===== config.mk =====
export PLATFORM = sky130hd
export DESIGN_NAME = kamus_regfile_flat
export DESIGN_NICKNAME = d
export VERILOG_FILES = /design/src/rtl/kamus_pkg.sv /design/src/rtl/kamus_regfile_if.sv /design/src/rtl/kamus_scoreboard.sv /design/src/rtl/kamus_regfile.sv /design/src/flat_wrapper.sv
export SDC_FILE = /design/constraint.sdc
export NUM_CORES = 2
export LEC_CHECK = 0
export CELL_PAD_IN_SITES_DETAIL_PLACEMENT = 1
export CELL_PAD_IN_SITES_GLOBAL_PLACEMENT = 2
export CORE_MARGIN = 2
export CORE_UTILIZATION = 51
export CTS_BUF_LIST = sky130_fd_sc_hd__clkbuf_2 sky130_fd_sc_hd__clkbuf_4 sky130_fd_sc_hd__clkbuf_8
export DETAILED_ROUTE_END_ITERATION = 10
export PLACE_DENSITY = 0.95
export SYNTH_ARGS = -nofsm -noshare
export SYNTH_HDL_FRONTEND = slang
export SYNTH_HIERARCHICAL = 1
export SYNTH_SLANG_ARGS = --single-unit

===== constraint.sdc =====
create_clock -name clk_i -period 13.3 [get_ports clk_i]
set_input_delay 3.99 -clock clk_i [delete_from_list [all_inputs] [get_ports clk_i]]
set_output_delay 3.99 -clock clk_i [all_outputs]
set_load 0.005 [all_outputs]

===== src/rtl/kamus_pkg.sv =====
// kamus_pkg: register-file constants and address type shared by decode,
// writeback and the register file.
//   REG_ADDR_W - width of an architectural register address
//   NUM_REGS   - number of architectural registers (x0..x31)
//   reg_addr_t - architectural register address
package kamus_pkg;

  localparam int unsigned REG_ADDR_W = 5;
  localparam int unsigned NUM_REGS   = 32;

  typedef logic [REG_ADDR_W-1:0] reg_addr_t;

  localparam reg_addr_t REG_X0 = '0;

endpackage


===== src/rtl/kamus_regfile_if.sv =====
// kamus_regfile_if: writeback, read-port and scoreboard signals between the
// pipeline (master: decode + writeback) and the register file (slave).
//   write port : regfile_wr_en_i, rd_addr_i, wb_data_i
//   read ports : rs1_addr_i/rs1_data_o, rs2_addr_i/rs2_data_o
//   scoreboard : issue_en_i, issue_rd_i, flush_i, rs1_busy_o, rs2_busy_o,
//                pending_cnt_o
interface kamus_regfile_if #(
  parameter int unsigned XLEN = 32
) ();
  import kamus_pkg::*;

  logic                  regfile_wr_en_i;
  reg_addr_t             rd_addr_i;
  logic [XLEN-1:0]       wb_data_i;
  reg_addr_t             rs1_addr_i;
  reg_addr_t             rs2_addr_i;
  logic [XLEN-1:0]       rs1_data_o;
  logic [XLEN-1:0]       rs2_data_o;
  logic                  issue_en_i;
  reg_addr_t             issue_rd_i;
  logic                  flush_i;
  logic                  rs1_busy_o;
  logic                  rs2_busy_o;
  logic [REG_ADDR_W:0]   pending_cnt_o;

  modport master (
    output regfile_wr_en_i, rd_addr_i, wb_data_i,
    output rs1_addr_i, rs2_addr_i,
    input  rs1_data_o, rs2_data_o,
    output issue_en_i, issue_rd_i, flush_i,
    input  rs1_busy_o, rs2_busy_o, pending_cnt_o
  );

  modport slave (
    input  regfile_wr_en_i, rd_addr_i, wb_data_i,
    input  rs1_addr_i, rs2_addr_i,
    output rs1_data_o, rs2_data_o,
    input  issue_en_i, issue_rd_i, flush_i,
    output rs1_busy_o, rs2_busy_o, pending_cnt_o
  );

endinterface


===== src/rtl/kamus_scoreboard.sv =====
// kamus_scoreboard: per-register pending-write tracking.
//   clk_i, rst_ni        - clock, async active-low reset
//   issue_en_i/issue_rd_i - decode marks issue_rd_i as having a producer
//   wr_en_i/rd_addr_i     - writeback retires the producer of rd_addr_i
//   flush_i              - drop every outstanding producer
//   rs1/rs2_addr_i        - read addresses to test
//   rs1/rs2_busy_o        - read address still waiting on a producer
//   pending_cnt_o        - registered population count of pending bits
module kamus_scoreboard
  import kamus_pkg::*;
#(
  parameter int unsigned NREGS     = NUM_REGS,
  parameter bit          BYPASS_EN = 1'b1
) (
  input  logic                clk_i,
  input  logic                rst_ni,
  input  logic                issue_en_i,
  input  reg_addr_t           issue_rd_i,
  input  logic                wr_en_i,
  input  reg_addr_t           rd_addr_i,
  input  logic                flush_i,
  input  reg_addr_t           rs1_addr_i,
  input  reg_addr_t           rs2_addr_i,
  output logic                rs1_busy_o,
  output logic                rs2_busy_o,
  output logic [REG_ADDR_W:0] pending_cnt_o
);

  // Bit 0 is never set, which keeps x0 permanently not-busy.
  logic [NREGS-1:0]    pending_q;
  logic [NREGS-1:0]    pending_nxt;
  logic [REG_ADDR_W:0] cnt_nxt;

  // Clear is applied before set so a same-cycle issue to the register being
  // written back wins: the newer producer is the one still outstanding.
  always_comb begin
    pending_nxt = pending_q;
    if (flush_i) begin
      pending_nxt = '0;
    end else begin
      if (wr_en_i && (rd_addr_i != REG_X0)) pending_nxt[rd_addr_i] = 1'b0;
      if (issue_en_i && (issue_rd_i != REG_X0)) pending_nxt[issue_rd_i] = 1'b1;
    end
  end

  always_comb begin
    cnt_nxt = '0;
    for (int unsigned i = 1; i < NREGS; i++) begin
      cnt_nxt = cnt_nxt + {{REG_ADDR_W{1'b0}}, pending_nxt[i]};
    end
  end

  always_ff @(posedge clk_i or negedge rst_ni) begin
    if (!rst_ni) begin
      pending_q     <= '0;
      pending_cnt_o <= '0;
    end else begin
      pending_q     <= pending_nxt;
      pending_cnt_o <= cnt_nxt;
    end
  end

  // A writeback landing this cycle resolves the hazard when it is forwarded.
  always_comb begin
    rs1_busy_o = pending_q[rs1_addr_i] &
                 ~(BYPASS_EN && wr_en_i && (rd_addr_i == rs1_addr_i));
    rs2_busy_o = pending_q[rs2_addr_i] &
                 ~(BYPASS_EN && wr_en_i && (rd_addr_i == rs2_addr_i));
  end

endmodule


===== src/rtl/kamus_regfile.sv =====
// kamus_regfile: 32 x XLEN integer register file with two combinational
// read ports, optional same-cycle write-to-read bypass and a pending-write
// scoreboard for decode stalls.
//   clk_i  - core clock, rising edge
//   rst_ni - asynchronous active-low reset
//   rf     - kamus_regfile_if.slave (write port, read ports, scoreboard)
module kamus_regfile
  import kamus_pkg::*;
#(
  parameter int unsigned XLEN      = 32,
  parameter int unsigned NREGS     = NUM_REGS,
  parameter bit          BYPASS_EN = 1'b1
) (
  input  logic          clk_i,
  input  logic          rst_ni,
  kamus_regfile_if.slave rf
);

  // x0 has no storage; the read muxes force it to zero.
  logic [XLEN-1:0] regs [1:NREGS-1];

  always_ff @(posedge clk_i or negedge rst_ni) begin
    if (!rst_ni) begin
      for (int unsigned i = 1; i < NREGS; i++) regs[i] <= '0;
    end else if (rf.regfile_wr_en_i && (rf.rd_addr_i != REG_X0)) begin
      regs[rf.rd_addr_i] <= rf.wb_data_i;
    end
  end

  always_comb begin
    rf.rs1_data_o = '0;
    if (rf.rs1_addr_i != REG_X0) begin
      if (BYPASS_EN && rf.regfile_wr_en_i && (rf.rd_addr_i == rf.rs1_addr_i))
        rf.rs1_data_o = rf.wb_data_i;
      else
        rf.rs1_data_o = regs[rf.rs1_addr_i];
    end
  end

  always_comb begin
    rf.rs2_data_o = '0;
    if (rf.rs2_addr_i != REG_X0) begin
      if (BYPASS_EN && rf.regfile_wr_en_i && (rf.rd_addr_i == rf.rs2_addr_i))
        rf.rs2_data_o = rf.wb_data_i;
      else
        rf.rs2_data_o = regs[rf.rs2_addr_i];
    end
  end

  kamus_scoreboard #(
    .NREGS     (NREGS),
    .BYPASS_EN (BYPASS_EN)
  ) u_scoreboard (
    .clk_i         (clk_i),
    .rst_ni        (rst_ni),
    .issue_en_i    (rf.issue_en_i),
    .issue_rd_i    (rf.issue_rd_i),
    .wr_en_i       (rf.regfile_wr_en_i),
    .rd_addr_i     (rf.rd_addr_i),
    .flush_i       (rf.flush_i),
    .rs1_addr_i    (rf.rs1_addr_i),
    .rs2_addr_i    (rf.rs2_addr_i),
    .rs1_busy_o    (rf.rs1_busy_o),
    .rs2_busy_o    (rf.rs2_busy_o),
    .pending_cnt_o (rf.pending_cnt_o)
  );

endmodule


===== src/flat_wrapper.sv =====
// flat-port wrapper written by rule: the top's interface ports become plain ports
module kamus_regfile_flat import kamus_pkg::*;
#(
  parameter int unsigned XLEN      = 32,
  parameter int unsigned NREGS     = NUM_REGS,
  parameter bit          BYPASS_EN = 1'b1
)
  (clk_i, rst_ni, rf_regfile_wr_en_i, rf_rd_addr_i, rf_wb_data_i, rf_rs1_addr_i, rf_rs2_addr_i, rf_rs1_data_o, rf_rs2_data_o, rf_issue_en_i, rf_issue_rd_i, rf_flush_i, rf_rs1_busy_o, rf_rs2_busy_o, rf_pending_cnt_o);
  kamus_regfile_if #(.XLEN(XLEN)) rf_i ();
  input  logic clk_i;
  input  logic rst_ni;
  input wire logic [$bits(rf_i.regfile_wr_en_i)-1:0] rf_regfile_wr_en_i;
  input wire logic [$bits(rf_i.rd_addr_i)-1:0] rf_rd_addr_i;
  input wire logic [$bits(rf_i.wb_data_i)-1:0] rf_wb_data_i;
  input wire logic [$bits(rf_i.rs1_addr_i)-1:0] rf_rs1_addr_i;
  input wire logic [$bits(rf_i.rs2_addr_i)-1:0] rf_rs2_addr_i;
  output wire logic [$bits(rf_i.rs1_data_o)-1:0] rf_rs1_data_o;
  output wire logic [$bits(rf_i.rs2_data_o)-1:0] rf_rs2_data_o;
  input wire logic [$bits(rf_i.issue_en_i)-1:0] rf_issue_en_i;
  input wire logic [$bits(rf_i.issue_rd_i)-1:0] rf_issue_rd_i;
  input wire logic [$bits(rf_i.flush_i)-1:0] rf_flush_i;
  output wire logic [$bits(rf_i.rs1_busy_o)-1:0] rf_rs1_busy_o;
  output wire logic [$bits(rf_i.rs2_busy_o)-1:0] rf_rs2_busy_o;
  output wire logic [$bits(rf_i.pending_cnt_o)-1:0] rf_pending_cnt_o;
  assign rf_i.regfile_wr_en_i = rf_regfile_wr_en_i;
  assign rf_i.rd_addr_i = rf_rd_addr_i;
  assign rf_i.wb_data_i = rf_wb_data_i;
  assign rf_i.rs1_addr_i = rf_rs1_addr_i;
  assign rf_i.rs2_addr_i = rf_rs2_addr_i;
  assign rf_rs1_data_o = rf_i.rs1_data_o;
  assign rf_rs2_data_o = rf_i.rs2_data_o;
  assign rf_i.issue_en_i = rf_issue_en_i;
  assign rf_i.issue_rd_i = rf_issue_rd_i;
  assign rf_i.flush_i = rf_flush_i;
  assign rf_rs1_busy_o = rf_i.rs1_busy_o;
  assign rf_rs2_busy_o = rf_i.rs2_busy_o;
  assign rf_pending_cnt_o = rf_i.pending_cnt_o;
  kamus_regfile #(.XLEN(XLEN), .NREGS(NREGS), .BYPASS_EN(BYPASS_EN)) u_core (.clk_i(clk_i), .rst_ni(rst_ni), .rf(rf_i));
endmodule

# == Yosys cells after proc, flatten, opt, wreduce, memory -nomap -nowiden ==
# Cells that the tools add are included.
# Widths: inputs -> output; s select.
# op_classes
n_addsub,30
mul,0
n_div,0
magnitude_cmp,10
eq_ne,2
n_shift,0
mux,25
bitwise,10
reduce_logical,11
# ops
cell,n
$bwmux 992,1
$mux 32,13
$bmux 32 s5,2
$demux 32 s5,1
$add 6x1->6,25
$and 32x32->32,1
$not 32->32,1
$or 32x32->32,1
$lt 5x6->1 const B,4
$reduce_bool 5->1,4
$ge 6x6->1 const B,3
$not 5->6,3
$bmux 1 s5,2
$demux 1 s5,2
$eq 5x5->1,2
$ge 5x1->1 const B,2
$logic_and 1x1->1,7
$add 5x1->6,1
$lt 6x1->1 const B,1
$add 4x1->5,1
$add 3x1->4,1
$mux 1,4
$add 2x1->3,1
$add 1x1->2,1
2 further kinds,4
# word_totals
regBits,1030
latchBits,0
ram_bits,0
romBits,0
input_bits,57
output_inout_bits,72
word_cells,121
mem_count,0

# == Logic depth before layout (Yosys ltp) ==
# depth
word_depth,41
ltp_mapped,20

# == Cells and area by module ==
# The synthesis kept the hierarchy.
# modules_own_cells
mod,n_inst,cells_each,area_each_um2,seq_area_each_um2
kamus_regfile,1,3653,53543.9,24823.8
kamus_scoreboard,1,340,3250.6,950.9

# == Worst setup path after synthesis ==
# Ideal clock, no wire load.
# synth_path
kind,input port to output port
start,input port rf_rs2_addr_i[0]
end,output port rf_rs2_data_o[0]
t_arrival_ps,5689
path_slack_ps,3621
cell_stages,7
cell_sequence,buf_6 -> buf_6 -> buf_2 -> mux4_2 -> a221o_1 -> a211oi_1 -> nor3_1
# synth_between
elab_chain_len,6
word_cells_on_any_way,9
# synth_lines
element,line_no,source
"start, declared",flat_wrapper.sv:16,input wire logic [$bits(rf_i.rs2_addr_i)-1:0] rf_rs2_addr_i;
$not 5->6 (not written as such),kamus_regfile.sv:46,rf.rs2_data_o = regs[rf.rs2_addr_i];
$bmux 32 s5,kamus_regfile.sv:46,
$mux 32 (not written as such) (2 in a row),kamus_regfile.sv:46,
$mux 32,kamus_regfile.sv:43,if (BYPASS_EN && rf.regfile_wr_en_i && (rf.rd_addr_i == rf.rs2_addr_i))
$mux 32 (*),kamus_regfile.sv:42,if (rf.rs2_addr_i != REG_X0) begin
"end, declared",flat_wrapper.sv:18,output wire logic [$bits(rf_i.rs2_data_o)-1:0] rf_rs2_data_o;
# Mark *: on every way between the ends. The rest lies on a longest branch, timed or not. The select of a mux whose other input is x is not followed.

# == Worst setup path in the final report ==
# layout_path
start,input port rf_rd_addr_i[1]
end,output port rf_rs2_data_o[18]
# layout_between
elab_chain_len,4
# layout_lines
element,line_no,source
"start, declared",flat_wrapper.sv:13,input wire logic [$bits(rf_i.rd_addr_i)-1:0] rf_rd_addr_i;
$eq 5x5->1,kamus_regfile.sv:43,
$logic_and 1x1->1,kamus_regfile.sv:43,
$mux 32,kamus_regfile.sv:43,
$mux 32,kamus_regfile.sv:42,
# Every way passes these cells.

==> impl_metrics.toml <==
[timing]
maxSlewHeadroom = 0.1232
rsz0062_at_grt = "no"
finalCritPeriodShare = 0.9450
tightest_slew_ns = 1.311
skew_ns = 0.01298
slew_violations = 0
finalHoldViolations = 0
fmax_mhz = 79.57
period_minus_slack_ns = 12.57
setup_ws_ns = 0.7320
setup_viol = 0
hold_slack_ns = 0.5244
finalSetupTns_ns = 0

[detailed_routing]
ant_nets = 0
drt_iter0_markers = 4739
wirelength_mm = 199.4
firstDrtPassIters = 6
post_drt_wl_per_cell_um = 35.46
vias_per_cell = 7.181
post-route-drc-count = 0
vias = 40370

[job]
cap_violations = 0

[cts]
cts.clk_slew.worst_paths_ns = 0.06
postCtsHoldBufs = 0
postCtsSetupRepairBufs = 0
clockBufferDepth = 3
postCtsResizedCells = 0
cts_tree = "done"
insertion_delay_ns = 0.87
clkSinkCount = 1030
cts_buffers = 172
root_buffer = "clkbuf_8"
htreeDepth = 4

[place]
place_ws_ns = 1.038
port_buffers = 128
gp_congestion = 0.8482
hpwlAfterDp_mm = 116.7
dp_cells = 5315

[cells_and_area]
final_cells = 5622
drive_gt1_frac = 0.4835
area_growth_pct = 10.79
finalNetCount = 4088

[logic_synthesis]
synth.area.top_cells = "dfrtp_1 45%, mux2_2 21%, mux4_2 17%"
syn_area_per_cell_um2 = 14.22
syn_inst = 3993
synth_edf_count = 0
synth_flop_cell = "dfrtp_1"
synth.distinct_cells = 63
synthArstFlopShare = 1.000
ys_seq_area_frac = 0.4538
ys_ff_latch = 1030
synth_top_area_cell = "dfrtp_1"
synth.net_count = 4080
yosysWarnings = 6
synth_area_um2 = 56790
synth_top_area_frac = 0.4538

[power_and_ir_drop]
ir_drop_uv = 101.9
seqPwrFrac = 0.455
p_clk_frac = 0.325
internal-power_w = 0.006553
leakagePower_nw = 26.98
p_per_area_nw_per_um2 = 147.4
p_sw_w = 0.002723
p_comb_frac = 0.219
switching_share = 0.2936

[worst_setup_path]
worstSetupEndpoint = "rf_rs2_data_o[18]"
r2r_slack_ns = 7.92
crit_fanout = 19
cp-end-kind = "primary output"
critPathRequiredTime_ns = 9.31
rr_worst_depth = 17
worstPathArrival_ns = 8.58
rr_startpoint = "u_core/u_scoreboard/pending_q[17]$_DFF_PN0_"
r2r-end = "u_core/u_scoreboard/pending_cnt_o[4]$_DFF_PN0_"
critPathKind = "primary input to primary output"
start_kind = "primary input"
crit_path_start = "rf_rd_addr_i[1]"

[status]
run_status = "completed"

[global_route]
grt_overflow = 0
grt_pass1_vias = 43910
grtUsageTotal = 0.3552
grt_max_degree = 165
grt_pass1_wl_mm = 296.8
antenna_found_initial = 14

[die]
io_pins = 129
die_w_um = 337.7
rows = 122
start_util = 0.5139
dieArea_um2 = 114000
core_area_um2 = 110500
die_h_um = 337.7

[min_path]
hp-class = "flop to flop"
[per-stage QoR]
step	power [W]	cell area [um2]	utilization
floorplan	0.005480	56790	-
global placement	0.006044	59280	0.5364
detailed placement	0.006225	59280	0.5364
CTS	0.009257	62900	0.5692
global route	0.009601	62920	0.5693
finish	0.009276	62920	0.5694
[worst max-delay path: stages]
cell and delay, ns:
clkdlybuf4s50_1 0.80, xor2_1 0.32, nor4_1 0.66, and3_2 0.82, buf_4 0.51, a211oi_1 0.10, nor3_1 0.69, clkdlybuf4s50_1 0.64
[cell families after synthesis]
family | count (synthesis) | share of synthesized area
adder cells (fa/ha/maj) | 30 | 0.009649
AO/OA/AOI/OAI | 430 | 0.05728
buffers and inverters | 452 | 0.03679
flip-flops | 1030 | 0.4538
multiplexers | 1602 | 0.4040
AND/OR/NAND/NOR | 427 | 0.03503
XOR/XNOR | 22 | 0.003393
[how the worst min path moves through the flow]
| stage | to | from | depth (start not counted) | slack [ns] |
|---|---|---|---|---|
| after detailed placement | u_core/regs[691]$_DFFE_PN0P_ | u_core/regs[691]$_DFFE_PN0P_ | 1 | 0.51 |
| final | u_core/regs[303]$_DFFE_PN0P_ | u_core/regs[303]$_DFFE_PN0P_ | 1 | 0.52 |
| after global placement | u_core/regs[128]$_DFFE_PN0P_ | u_core/regs[128]$_DFFE_PN0P_ | 1 | 0.50 |
| after floorplan | u_core/u_scoreboard/pending_q[0]$_DFF_PN0_ | u_core/u_scoreboard/pending_q[0]$_DFF_PN0_ | 1 | 0.48 |
| after CTS | u_core/regs[691]$_DFFE_PN0P_ | u_core/regs[691]$_DFFE_PN0P_ | 1 | 0.52 |
| after global routing | u_core/regs[778]$_DFFE_PN0P_ | u_core/regs[778]$_DFFE_PN0P_ | 1 | 0.54 |
[power by group through the flow]
| stage | logic (W) | clock network [W] | registers [W] |
|---|---|---|---|
| after floorplan | 0.00143 | 0 | 0.00405 |
| after global placement | 0.00191 | 0 | 0.00414 |
| after detailed placement | 0.00199 | 0 | 0.00424 |
| after CTS | 0.00202 | 0.00305 | 0.00419 |
| after global routing | 0.00214 | 0.00318 | 0.00428 |
| final | 0.00203 | 0.00302 | 0.00422 |
[flip-flops by register name, summed over array words and instances, names as in the netlist]
name                               flops
u_core/regs                          992
u_core/u_scoreboard/pending_cnt_o      6
u_core/u_scoreboard/pending_q         32
[routing by layer]
metal  vias to the layer above  GRT usage  routed length [um]
li1                      15440          -                   -
met1                     21620     0.4605               75070
met2                      2604     0.5427               91780
met3                       706    0.09814               20350
met4                        12     0.1965               12080
met5                         -          0                  83
[area by class of cell]
class	instances	area, um2
fill	10400	47590
multi-input combinational	2511	29150
sequential	1030	25770
clock buffer	270	3378
timing repair buffer	253	2372
tap	1488	1862
clock inverter	29	241.5
inverter	33	123.9
antenna	8	20.02
[cell usage after synthesis, types with 6 or more instances]
master	n
buf_2	86
mux2i_1	83
nand3_1	23
a31oi_1	8
mux2_2	1079
nand2_1	130
nor2_1	110
nor3b_1	7
and3_1	6
nor2b_1	12
a221o_1	42
nand3b_1	14
mux4_1	15
buf_6	17
buf_4	29
buf_1	59
a22o_1	53
a21o_1	24
a21oi_1	39
and2_1	11
xnor2_1	10
a211oi_1	47
o21ai_0	56
nor3_1	82
nand2b_1	10
ha_1	7
inv_1	32
fa_1	23
o22ai_1	34
o221ai_1	13
xor2_1	12
dfrtp_1	1030
a22oi_1	16
a221oi_1	69
mux4_2	425
clkbuf_1	223
[placed cells by master, fill, tap and decap left out, types with 31 or more instances in the layout]
| cell | n |
|---|---|
| a211oi_1 | 47 |
| a21oi_1 | 39 |
| a221o_1 | 42 |
| a221oi_1 | 69 |
| a22o_1 | 53 |
| buf_4 | 116 |
| clkbuf_4 | 54 |
| clkbuf_8 | 216 |
| clkdlybuf4s50_1 | 117 |
| dfrtp_1 | 1030 |
| inv_1 | 31 |
| mux2_2 | 1079 |
| mux2i_1 | 83 |
| mux4_2 | 425 |
| nand2_1 | 115 |
| nor2_1 | 93 |
| nor3_1 | 81 |
| o21ai_0 | 56 |
| o22ai_1 | 34 |
Power figures use the tool's default switching activity.
